==> config.mk <==
export PLATFORM = sky130hd
export DESIGN_NAME = regfile_multiport
export DESIGN_NICKNAME = d
export VERILOG_FILES = /design/src/rtl/regfile_pkg.sv /design/src/rtl/regfile_clear_fsm.sv /design/src/rtl/regfile_multiport.sv
export SDC_FILE = /design/constraint.sdc
export NUM_CORES = 2
export LEC_CHECK = 0
export CORE_MARGIN = 2
export CORE_UTILIZATION = 59
export CTS_BUF_LIST = sky130_fd_sc_hd__clkbuf_8
export DETAILED_ROUTE_END_ITERATION = 10
export GPL_TIMING_DRIVEN = 0
export PLACE_DENSITY_LB_ADDON = 0.2
export SLEW_MARGIN = 5
export SYNTH_ARGS = -nofsm -noshare
export SYNTH_HDL_FRONTEND = slang
export SYNTH_SLANG_ARGS = --single-unit
==> constraint.sdc <==
create_clock -name CLK -period 3.85 [get_ports CLK]
set_input_delay 0.5775 -clock CLK [delete_from_list [all_inputs] [get_ports CLK]]
set_output_delay 0.5775 -clock CLK [all_outputs]
set_load 0.01 [all_outputs]
==> src/rtl/regfile_pkg.sv <==
// Shared types and helpers for the multi-port register file.
// The optional same-cycle write bypass is enabled with REGFILE_BYPASS_EN.
package regfile_pkg;

  typedef enum logic [1:0] {
    ST_RST   = 2'd0,
    ST_CLEAR = 2'd1,
    ST_READY = 2'd2
  } clr_state_t;

  localparam int DEF_DATA_W  = 32;
  localparam int DEF_ADDR_W  = 5;
  localparam int DEF_N_READ  = 2;
  localparam int DEF_N_WRITE = 2;

  // LSB of field idx inside a packed vector of w-bit fields
  function automatic int fld_lsb(input int idx, input int w);
    return idx * w;
  endfunction

endpackage

==> src/rtl/regfile_clear_fsm.sv <==
// Clear sequencer: walks the array once after reset or on request, zeroing one entry per edge.
//
// state    | meaning
// ST_RST   | reset held; pointer parked at first clearable entry
// ST_CLEAR | writing zero to entry[ptr] on each edge
// ST_READY | normal access, CLR_REQ restarts the sweep
module regfile_clear_fsm
  import regfile_pkg::*;
#(
  parameter int ADDR_W   = DEF_ADDR_W,
  parameter int ZERO_REG = 1
) (
  input  logic              CLK,
  input  logic              RESET,
  input  logic              CLR_REQ,
  output logic              BUSY,
  output logic              clr_we,
  output logic [ADDR_W-1:0] clr_ptr,
  output logic              ready
);

  localparam logic [ADDR_W-1:0] FIRST = (ZERO_REG != 0) ? ADDR_W'(1) : '0;
  localparam logic [ADDR_W-1:0] LAST  = '1;

  clr_state_t        state, state_nxt;
  logic [ADDR_W-1:0] ptr, ptr_nxt;

  always_ff @(posedge CLK or posedge RESET) begin
    if (RESET) begin
      state <= ST_RST;
      ptr   <= FIRST;
    end else begin
      state <= state_nxt;
      ptr   <= ptr_nxt;
    end
  end

  always_comb begin
    state_nxt = state;
    ptr_nxt   = ptr;
    case (state)
      ST_RST: state_nxt = ST_CLEAR;
      ST_CLEAR: begin
        ptr_nxt = ptr + ADDR_W'(1);
        if (ptr == LAST) state_nxt = ST_READY;
      end
      ST_READY: begin
        if (CLR_REQ) begin
          state_nxt = ST_CLEAR;
          ptr_nxt   = FIRST;
        end
      end
      default: state_nxt = ST_RST;
    endcase
  end

  assign BUSY    = (state != ST_READY);
  assign clr_we  = (state == ST_CLEAR);
  assign ready   = (state == ST_READY);
  assign clr_ptr = ptr;

endmodule

==> src/rtl/regfile_multiport.sv <==
// Parametrised N-read / M-write register file with clear sequencer and optional zero entry.
// Define REGFILE_BYPASS_EN to forward same-cycle write data to matching read ports.
module regfile_multiport
  import regfile_pkg::*;
#(
  parameter int DATA_W   = DEF_DATA_W,
  parameter int ADDR_W   = DEF_ADDR_W,
  parameter int N_READ   = DEF_N_READ,
  parameter int N_WRITE  = DEF_N_WRITE,
  parameter int ZERO_REG = 1
) (
  input  logic                      CLK,
  input  logic                      RESET,
  input  logic                      CLR_REQ,
  input  logic [N_READ*ADDR_W-1:0]  RA,
  output logic [N_READ*DATA_W-1:0]  RD,
  input  logic [N_WRITE-1:0]        WE,
  input  logic [N_WRITE*ADDR_W-1:0] WA,
  input  logic [N_WRITE*DATA_W-1:0] WD,
  output logic                      BUSY
);

  localparam int DEPTH = 1 << ADDR_W;

  logic [DATA_W-1:0] mem [DEPTH];
  logic [ADDR_W-1:0] ra  [N_READ];
  logic [DATA_W-1:0] rd  [N_READ];
  logic [ADDR_W-1:0] wa  [N_WRITE];
  logic [DATA_W-1:0] wd  [N_WRITE];

  logic              clr_we;
  logic              ready;
  logic [ADDR_W-1:0] clr_ptr;

  for (genvar r = 0; r < N_READ; r++) begin : g_rd
    assign ra[r] = RA[fld_lsb(r, ADDR_W) +: ADDR_W];
    assign RD[fld_lsb(r, DATA_W) +: DATA_W] = rd[r];
  end

  for (genvar w = 0; w < N_WRITE; w++) begin : g_wr
    assign wa[w] = WA[fld_lsb(w, ADDR_W) +: ADDR_W];
    assign wd[w] = WD[fld_lsb(w, DATA_W) +: DATA_W];
  end

  regfile_clear_fsm #(
    .ADDR_W   (ADDR_W),
    .ZERO_REG (ZERO_REG)
  ) u_clear_fsm (
    .CLK     (CLK),
    .RESET   (RESET),
    .CLR_REQ (CLR_REQ),
    .BUSY    (BUSY),
    .clr_we  (clr_we),
    .clr_ptr (clr_ptr),
    .ready   (ready)
  );

  // Array has no reset; contents are defined only once the clear sweep finishes.
  // Later loop iterations override earlier ones, so the highest write port wins.
  always_ff @(posedge CLK) begin
    if (clr_we) begin
      mem[clr_ptr] <= '0;
    end else if (ready) begin
      for (int w = 0; w < N_WRITE; w++) begin
        if (WE[w] && !((ZERO_REG != 0) && (wa[w] == '0))) mem[wa[w]] <= wd[w];
      end
    end
  end

  always_comb begin
    for (int r = 0; r < N_READ; r++) begin
      rd[r] = '0;
      if (ready && !((ZERO_REG != 0) && (ra[r] == '0))) begin
        rd[r] = mem[ra[r]];
`ifdef REGFILE_BYPASS_EN
        for (int w = 0; w < N_WRITE; w++) begin
          if (WE[w] && (wa[w] == ra[r])) rd[r] = wd[w];
        end
`endif
      end
    end
  end

endmodule

==> impl_metrics.toml <==
[run_status]
status = "finished, violations left"
violations = "setup timing"

[clock_tree]
cts_htree_levels = 4
clock-root-buffer = "clkbuf_8"
cts_tree = "yes"
cts_max_path_buffers = 3
clkTransAtPathRegs_ns = 0.06
cts_buffers = 175
clock_latency_ns = 0.93
clkSinkCount = 1031

[worst_setup_path]
cp_cell_sequence = "buf_2, buf_6, nor2b_1, clkbuf_2, buf_6, buf_4, a22oi_1, nand3_1, nand4_1, dlygate4sd2_1"
r2r-start = "u_clear_fsm.state[0]"
path_buf_inv = 6
slowest_delay_ns = 0.41
critPathKind = "in2out"
arrival_ns = 3.43
startpoint = "RA[6]"
crit_fanout = 10
crit_slowest_cell = "dlygate4sd2_1"
path_delay_family = "buffers and inverters"
end_kind = "primary output"
start_kind = "primary input"
cp.required_ns = 3.27
crit_path_frequent_cell = "buf_6"

[synth]
synth_seq_area_share = 0.513
synth_cell_types = 55
ys_warn_count = 0
avgSynthCellArea_sq_um = 11.7
synth.cell_area_sq_um = 60300
async_flop_share = 0.00679
synth_common_cells = "edfxtp_1 (1024), mux2i_1 (768), nand2_1 (747)"
synth.area.top_cells = "edfxtp_1 (51%), mux2i_1 (13%), mux2_2 (7.1%)"
syn_nets = 5267
postSynthCellCount = 5176
synth_top_area_share = 0.510
ys_ff_latch = 1031
synthFlopType = "edfxtp_1"
synth_top_area_cell = "edfxtp_1"
synth_edf_count = 1024
yosysMostFrequentCell = "edfxtp_1"

[pwr]
peakVddDrop_v = 0.000433
finalPower_uw = 28500
p_per_area_nw_per_um2 = 413
p_leak_uw = 0.0264

[routing]
first_iter_violations = 8803
vias = 51700
drt-met1-wl_um = 86800
dr.max_layer_used = "met5"
ant_nets = 0
route.met3.wl_um = 38400
wl_met2_um = 117000
drc = 0
viasPerCell = 7.32
drt_first_pass_iters = 8
routed_wl_um = 275000
wl_per_cell_um = 38.9

[sta]
slew_headroom = 0.0688
postLayoutSetupSlackWorst_ns = -0.160
rsz0062_at_grt = "yes"
min_period_ns = 4.01
slew_viol_final = 0
fin_crit_sh = 1.04
finalClockSkew_ns = 0.0198
hold_viol_final = 0
clock.fmax_mhz = 249
setup_viol = 85
worstMarginPinSlew_ns = 1.39

[finish]
drive_gt1_frac = 0.219
final_util = 0.678
area_growth_pct = 14.2
fin_nets = 5654

[min_path]
min_from = "CLR_REQ"
hold_class = "in2reg"

[floorplan]
die_h_um = 324
dieWidth_um = 324
rows = 117
dieArea_sq_um = 105000
fp.coreArea_sq_um = 102000
boundaryPins = 154
initial_core_util = 0.594

[global_routing]
grt_pass1_vias = 49500
grt_overflow = 0
grt_max_degree = 29
grt_pass1_wl_um = 372000
grt_use_total = 0.521
antenna_found_initial = 12

[placement]
port_buffers = 146
dp_hpwl_um = 199000
gp_congestion = 1.04

[run]
drv_cap = 0
## registers in the layout, summed over array words and instances (netlist names)
signal               cells
u_clear_fsm.state        2
u_clear_fsm.clr_ptr      5
mem                   1024
## worst min-delay path: cells and delay by family
kind | cells | cell delay [ns]
buf+inv | 1 | 0.47
compound gates | 1 | 0.07
simple gates | 1 | 0.10
## power breakdown
group / leakage, uW / internal (uW) / switching [uW]
combinational: 0.0148 / 1650 / 3470
sequential: 0.00980 / 13500 / 527
clock: 0.00176 / 4470 / 4890
total: 0.0264 / 19600 / 8890
## timing repair
| item | in CTS | in global routing |
|---|---|---|
| hold endpoints to repair | 6 | 0 |
| hold buffers | 1 | 0 |
| resized for setup | 335 | 96 |
| pin swaps | 43 | 19 |
| setup buffers | 26 | 9 |
| endpoints found under the setup margin | 88 | 416 |
## routing by layer
layer	global-route usage	vias up
li1	-	20400
met1	0.603	25000
met2	0.762	4970
met3	0.170	1285
met4	0.491	2
met5	0	-
## metrics by stage
step	std cells	hold WS (ns)	TNS (ns)	setup WS [ns]	instance area [sq um]
6_report	7064	0.339	-5.01	-0.160	68900
4_1_cts	7049	0.348	-0.122	-0.122	68600
5_1_grt	7057	0.399	-2.63	-0.0661	68900
3_3_place_gp	6690	0.621	-2424.31	-4.15	63500
3_5_place_dp	6726	0.658	-266.82	-1.31	64700
2_1_floorplan	5176	0.380	-90.35	-0.635	60300
## cells by family (layout without fill, tap and decap cells)
family | after synthesis | after routing | share of synthesized area
other cells | 0 | 11 | 0
buf+inv | 656 | 1165 | 0.0466
compound gates | 1077 | 1077 | 0.107
mux | 1313 | 1313 | 0.255
fa+ha+maj | 2 | 2 | 0.000415
flops | 1031 | 1031 | 0.513
simple gates | 1097 | 1097 | 0.0785
## final timing paths
| path | end | slack [ns] | cells past startpoint |
|---|---|---|---|
| worst max register to register | mem[12][10] | -0.08 | 8 |
| worst min-delay path | u_clear_fsm.state[1] | 0.34 | 3 |
| min in group asynchronous | u_clear_fsm.state[1] | 0.44 | 3 |
| worst max-delay path | RD[54] | -0.16 | 10 |
| worst min register to register | u_clear_fsm.clr_ptr[1] | 0.68 | 2 |
| max in group asynchronous | u_clear_fsm.clr_ptr[0] | 3.14 | 3 |
## layout make-up
cell class	count	area, sq um
fillers	7828	32700
flip-flops and latches	1031	30900
multi-input cells	3489	27400
plain buffers	609	3190
repair buffers	218	2500
clock buffers	178	2450
well taps	1368	1710
clock inverters	121	607
inverters	39	159
diodes	11	27.5
## placed cells by master, fill, tap and decap left out, types with 35 or more instances in the layout
cell / synthesis / routed
mux4_2: 128 / 128
buf_4: 4 / 68
edfxtp_1: 1024 / 1024
clkdlybuf4s50_1: 0 / 82
buf_12: 3 / 36
clkinv_1: 1 / 35
a22oi_1: 384 / 383
o21ai_0: 654 / 642
nand2_1: 747 / 747
mux2_2: 383 / 383
dlygate4sd2_1: 0 / 43
inv_1: 38 / 97
mux2i_1: 768 / 768
buf_2: 192 / 151
clkbuf_1: 385 / 275
clkbuf_8: 0 / 194
clkbuf_2: 0 / 68
nand4_1: 65 / 65
nand3_1: 197 / 161
No activity file was read; power rests on OpenSTA's default activity.
